### config.mk
export PLATFORM = sky130hd
export DESIGN_NAME = iter_alu_flat
export DESIGN_NICKNAME = d
export VERILOG_FILES = /design/src/rtl/iter_alu_if.sv /design/src/rtl/iter_alu.sv /design/src/flat_wrapper.sv
export SDC_FILE = /design/constraint.sdc
export NUM_CORES = 1
export LEC_CHECK = 0
export CORE_ASPECT_RATIO = 0.8
export CORE_MARGIN = 8
export CORE_UTILIZATION = 30
export CTS_CLUSTER_DIAMETER = 150
export DETAILED_ROUTE_END_ITERATION = 6
export SLEW_MARGIN = 0
export SYNTH_ARGS = -nofsm -noshare
export SYNTH_HDL_FRONTEND = slang
export SYNTH_SLANG_ARGS = --single-unit
export TNS_END_PERCENT = 50
### constraint.sdc
create_clock -name clk -period 3 [get_ports clk]
set_clock_uncertainty 0.05 [all_clocks]
set_input_delay 0.9 -clock clk [delete_from_list [all_inputs] [get_ports clk]]
set_output_delay 0.9 -clock clk [all_outputs]
set_load 0.005 [all_outputs]
### src/rtl/iter_alu_if.sv
// Request/response bundle between the operand-select stage and the iterative ALU.
// The master side issues ALU ops and takes results; the slave side is the execution unit.
interface iter_alu_if #(
  parameter int WIDTH = 32
);
  logic             in_valid;
  logic             in_ready;
  logic [3:0]       alu_op;
  logic [WIDTH-1:0] a;
  logic [WIDTH-1:0] b;
  logic             out_valid;
  logic             out_ready;
  logic [WIDTH-1:0] result;
  logic             illegal;

  modport master (
    output in_valid, alu_op, a, b, out_ready,
    input  in_ready, out_valid, result, illegal
  );

  modport slave (
    input  in_valid, alu_op, a, b, out_ready,
    output in_ready, out_valid, result, illegal
  );
endinterface

### src/rtl/iter_alu.sv
// Multi-cycle ALU: logic/arith/compare ops finish in one cycle, shifts iterate
// one bit per cycle. Results are held until the consumer takes them.
module iter_alu #(
  parameter  int WIDTH   = 32,
  localparam int SHAMT_W = $clog2(WIDTH)
) (
  input  logic       clk,
  input  logic       reset_n,
  iter_alu_if.slave  bus
);
  localparam logic [3:0] ALU_ADD    = 4'h0;
  localparam logic [3:0] ALU_SUB    = 4'h1;
  localparam logic [3:0] ALU_AND    = 4'h2;
  localparam logic [3:0] ALU_OR     = 4'h3;
  localparam logic [3:0] ALU_XOR    = 4'h4;
  localparam logic [3:0] ALU_SLT    = 4'h5;
  localparam logic [3:0] ALU_SLTU   = 4'h6;
  localparam logic [3:0] ALU_SLL    = 4'h7;
  localparam logic [3:0] ALU_SRL    = 4'h8;
  localparam logic [3:0] ALU_SRA    = 4'h9;
  localparam logic [3:0] ALU_COPY_B = 4'hA;

  typedef enum logic [1:0] {IDLE = 2'd0, SHIFT = 2'd1, DONE = 2'd2} state_t;
  typedef enum logic [1:0] {SH_L = 2'd0, SH_RL = 2'd1, SH_RA = 2'd2} shift_t;

  state_t             state_reg, state_next;
  shift_t             kind_reg, kind_next;
  logic [WIDTH-1:0]   result_reg, result_next;
  logic               illegal_reg, illegal_next;
  logic [SHAMT_W-1:0] count_reg, count_next;

  logic [SHAMT_W-1:0] shamt;
  logic               accept;
  logic [WIDTH-1:0]   alu_value;
  logic               alu_illegal;
  logic               is_shift;
  shift_t             shift_kind;
  logic [WIDTH-1:0]   shifted;

  assign shamt  = bus.b[SHAMT_W-1:0];
  assign accept = bus.in_valid && (state_reg == IDLE);

  // Single-cycle datapath and shift-op decode, evaluated on the live inputs at accept.
  always_comb begin
    alu_value   = '0;
    alu_illegal = 1'b0;
    is_shift    = 1'b0;
    shift_kind  = SH_L;
    case (bus.alu_op)
      ALU_ADD:    alu_value = bus.a + bus.b;
      ALU_SUB:    alu_value = bus.a - bus.b;
      ALU_AND:    alu_value = bus.a & bus.b;
      ALU_OR:     alu_value = bus.a | bus.b;
      ALU_XOR:    alu_value = bus.a ^ bus.b;
      ALU_SLT:    alu_value = {{(WIDTH-1){1'b0}}, ($signed(bus.a) < $signed(bus.b))};
      ALU_SLTU:   alu_value = {{(WIDTH-1){1'b0}}, (bus.a < bus.b)};
      ALU_COPY_B: alu_value = bus.b;
      ALU_SLL: begin
        is_shift   = 1'b1;
        shift_kind = SH_L;
      end
      ALU_SRL: begin
        is_shift   = 1'b1;
        shift_kind = SH_RL;
      end
      ALU_SRA: begin
        is_shift   = 1'b1;
        shift_kind = SH_RA;
      end
      default:    alu_illegal = 1'b1;
    endcase
  end

  always_comb begin
    shifted = result_reg;
    case (kind_reg)
      SH_L:    shifted = {result_reg[WIDTH-2:0], 1'b0};
      SH_RL:   shifted = {1'b0, result_reg[WIDTH-1:1]};
      SH_RA:   shifted = {result_reg[WIDTH-1], result_reg[WIDTH-1:1]};
      default: shifted = result_reg;
    endcase
  end

  always_comb begin
    state_next   = state_reg;
    kind_next    = kind_reg;
    result_next  = result_reg;
    illegal_next = illegal_reg;
    count_next   = count_reg;
    case (state_reg)
      IDLE: begin
        if (accept) begin
          if (is_shift) begin
            result_next  = bus.a;
            illegal_next = 1'b0;
            count_next   = shamt;
            kind_next    = shift_kind;
            state_next   = (shamt == '0) ? DONE : SHIFT;
          end else begin
            result_next  = alu_value;
            illegal_next = alu_illegal;
            state_next   = DONE;
          end
        end
      end
      SHIFT: begin
        result_next = shifted;
        count_next  = count_reg - 1'b1;
        // The shift that consumes the last count lands the result in DONE.
        if (count_reg == SHAMT_W'(1)) begin
          state_next = DONE;
        end
      end
      DONE: begin
        if (bus.out_ready) begin
          state_next = IDLE;
        end
      end
      default: state_next = IDLE;
    endcase
  end

  always_ff @(posedge clk or negedge reset_n) begin
    if (!reset_n) begin
      state_reg   <= IDLE;
      kind_reg    <= SH_L;
      result_reg  <= '0;
      illegal_reg <= 1'b0;
      count_reg   <= '0;
    end else begin
      state_reg   <= state_next;
      kind_reg    <= kind_next;
      result_reg  <= result_next;
      illegal_reg <= illegal_next;
      count_reg   <= count_next;
    end
  end

  assign bus.in_ready  = (state_reg == IDLE);
  assign bus.out_valid = (state_reg == DONE);
  assign bus.result    = result_reg;
  assign bus.illegal   = illegal_reg;
endmodule
### src/flat_wrapper.sv
// flat-port wrapper written by rule: the top's interface ports become plain ports
module iter_alu_flat 
#(
  parameter  int WIDTH   = 32,
  localparam int SHAMT_W = $clog2(WIDTH)
)
  (clk, reset_n, bus_in_valid, bus_alu_op, bus_a, bus_b, bus_out_ready, bus_in_ready, bus_out_valid, bus_result, bus_illegal);
  iter_alu_if #(.WIDTH(WIDTH)) bus_i ();
  input  logic clk;
  input  logic reset_n;
  input wire logic [$bits(bus_i.in_valid)-1:0] bus_in_valid;
  input wire logic [$bits(bus_i.alu_op)-1:0] bus_alu_op;
  input wire logic [$bits(bus_i.a)-1:0] bus_a;
  input wire logic [$bits(bus_i.b)-1:0] bus_b;
  input wire logic [$bits(bus_i.out_ready)-1:0] bus_out_ready;
  output wire logic [$bits(bus_i.in_ready)-1:0] bus_in_ready;
  output wire logic [$bits(bus_i.out_valid)-1:0] bus_out_valid;
  output wire logic [$bits(bus_i.result)-1:0] bus_result;
  output wire logic [$bits(bus_i.illegal)-1:0] bus_illegal;
  assign bus_i.in_valid = bus_in_valid;
  assign bus_i.alu_op = bus_alu_op;
  assign bus_i.a = bus_a;
  assign bus_i.b = bus_b;
  assign bus_i.out_ready = bus_out_ready;
  assign bus_in_ready = bus_i.in_ready;
  assign bus_out_valid = bus_i.out_valid;
  assign bus_result = bus_i.result;
  assign bus_illegal = bus_i.illegal;
  iter_alu #(.WIDTH(WIDTH)) u_core (.clk(clk), .reset_n(reset_n), .bus(bus_i));
endmodule
==> metrics.cfg <==
[status]
status=complete, but fails checks
violations=setup timing

[place]
place.gp.congestion=0.9706
io_buffers=106
placed_cell_area_um2=12300
dp_cells=1887
place_hpwl_um=29530
dp_slack_ns=-1.095

[worst_setup_path]
crit_path_end_kind=flop
crit_arrival_ns=3.35
max_stage_delay_ns=0.35
crit_required_ns=3.12
crit_chain=buf_8 > buf_12 > inv_12 > ha_4 > buf_4 > buf_6 > o21bai_4 > o211ai_1 > buf_4 > a211oi_4 > buf_4 > o21ai_2 > nand2_2 > o211a_1 > o21ai_2 > mux2_4 > o211ai_1
crit_top_cell=buf_4
path_class=input pin to flop
crit_family=compound AO/OA/AOI/OAI gates
crit_fanout=3
path_buf_inv=7
ff2ff_setup_slack_ns=0.16
cp_slowest_cell=a211oi_4
startpoint_type=input pin

[routing]
routed_wl_um=38000
num_vias=10700
wl_met2_um=17030
drt_iter0_markers=898
wl_met1_um=16780
met3_length_um=2987
drt-pass1-iter-count=6
highest_layer=met5
wl_per_cell_um=19.57
via_per_inst=5.509
drc_errors=0
ant_nets=0

[cells_and_area]
largest_reg_flops=32
fin_cells=1942
fillers=2491
nNetsFinal=1775
syn2layout_area_growth_pct=72.11
drive_gt1_frac=0.4451
finalInstanceArea_um2=13900
finish.utilization=0.5267

[global_routing]
overflow=0
grt_usage=0.2286
grt_max_degree=23
grt_pass1_vias=10860
grt_pass1_wl_um=59660
antenna_found_initial=2

[die]
coreArea_um2=26390
rows=53
die_h_um=162.8
dieArea_um2=32460
pin_count=107
die_x_um=199.4
initial_core_util=0.3060

[yosys]
synth-edff-count=0
avgSynthCellArea_um2=7.198
synth_top_family_by_area=compound AO/OA/AOI/OAI gates
syn_inst=1122
synth_top_cell_area_share=0.1828
yosysTopAreaCell=ha_1
muxShareOfSynthArea=0.01565
synthesis.area_um2=8076
yosysWarnings=0
synthArstFlopShare=1.000
yosys.area_share.simple=0.1791
synth_commonest_cells=a21oi_1 (129), ha_1 (118), inv_1 (105)
synth_compound_area_frac=0.3655
synth.area.top_cells=ha_1 (18%), dfrtp_1 (13%), a21oi_1 (8.0%), inv_1 (4.9%), a221oi_1 (4.4%)
ys.flop_type=dfrtp_1
yosysMostFrequentCell=a21oi_1
synth_seq_cells=42
ys_seq_area_frac=0.1301
synth_xor_area_frac=0.02386
synth_nets=1314
synth_cell_type_count=83
synthAdderAreaFrac=0.1878

[timing]
worst_slew_pin_slew_ns=0.7418
fin_crit_ns=3.238
holdWs_ns=0.3438
finalHoldViolations=0
rsz0062_at_grt=true
max_freq_mhz=308.8
relSlewSlack=0.5042
finalSetupTns_ns=-2.031
setup_violations=17
timing.final.ws_setup_ns=-0.2382
maxSlewViolCount=0
finalCritPeriodShare=1.079

[clock_network]
cts_buffers=5
clockRootBuffer=clkbuf_16
cts_hold_buf=0
cts_sinks=42
cts_tree=yes
insertion_delay_ns=0.29
cts_max_path_buffers=2
htreeDepth=2
path_clk_slew_ns=0.06

[pwr]
powerDensity_nw_per_um2=426.0
leakage_nw=6.197
p_total_mw=5.922
vdd_drop_max_mv=0.2876

[flow_run]
drv_cap=0

[worst_hold_path]
hp-class=input pin to async pin

-- what timing repair did --
action	in CTS	in global routing
setup endpoints to repair	29	30
gates cloned	0	0
hold endpoints to repair	0	0
buffers inserted	44	6
resized for setup	400	34
pin swaps	142	49
-- per-layer routing --
| metal | GRT usage | vias up |
|---|---|---|
| met5 | 0 | - |
| li1 | - | 5046 |
| met4 | 0.07780 | 2 |
| met3 | 0.03841 | 86 |
| met2 | 0.3672 | 483 |
| met1 | 0.3060 | 5082 |
-- cells by family (layout without fill, tap and decap cells) --
group | after synthesis | in the layout
buffers and inverters | 181 | 643
adders and majority gates | 120 | 120
DFF | 42 | 42
xor gates and xnor gates | 22 | 22
AOI/OAI and AO/OA | 433 | 433
other | 0 | 1
and+or+nand+nor | 312 | 312
muxes | 12 | 12
-- cell usage in the layout (no fill, tap or decap), types with 23 or more instances in the layout --
cell	Yosys	routed
a221oi_1	41	37
clkdlybuf4s50_1	0	56
buf_4	1	399
nor2_1	91	85
inv_1	105	58
dfrtp_1	42	42
buf_6	8	30
nor3_1	33	23
ha_4	0	35
inv_2	2	45
ha_1	118	72
nand2_1	92	86
a21oi_2	1	25
o21ai_0	71	49
nand3_1	29	25
a21oi_1	129	100
-- power breakdown --
group | total, mW | internal, mW | switching, mW
Combinational | 4.00 | 2.00 | 2.00
Sequential | 1.28 | 0.847 | 0.434
Clock | 0.643 | 0.394 | 0.249
Total | 5.92 | 3.24 | 2.68
-- path summary, 6_finish.rpt --
kind | from | endpoint | depth (start not counted)
max in group asynchronous | reset_n | u_core.bus.result[28]$_DFFE_PN0P_ | 2
min in group clk | u_core.bus.illegal$_DFFE_PN0P_ | u_core.bus.illegal$_DFFE_PN0P_ | 2
max | bus_a[0] | u_core.bus.result[27]$_DFFE_PN0P_ | 17
min reg2reg | u_core.bus.illegal$_DFFE_PN0P_ | u_core.bus.illegal$_DFFE_PN0P_ | 2
min | reset_n | u_core.bus.result[9]$_DFFE_PN0P_ | 1
max reg2reg | u_core.kind_reg[1]$_DFFE_PN0P_ | u_core.bus.result[27]$_DFFE_PN0P_ | 12
-- cell type report --
cell class,count,area (µm²),share of cell area
Multi-Input combinational cell,899,7497,0.5393
Timing Repair Buffer,527,4312,0.3102
Sequential cell,42,1051,0.07561
Tap cell,357,446.7,0.03213
Inverter,108,425.4,0.03060
Clock buffer,6,128.9,0.009271
Clock inverter,2,37.54,0.002700
Antenna cell,1,2.502,0.0001800
Note: power is estimated with default switching activity, not from simulation.
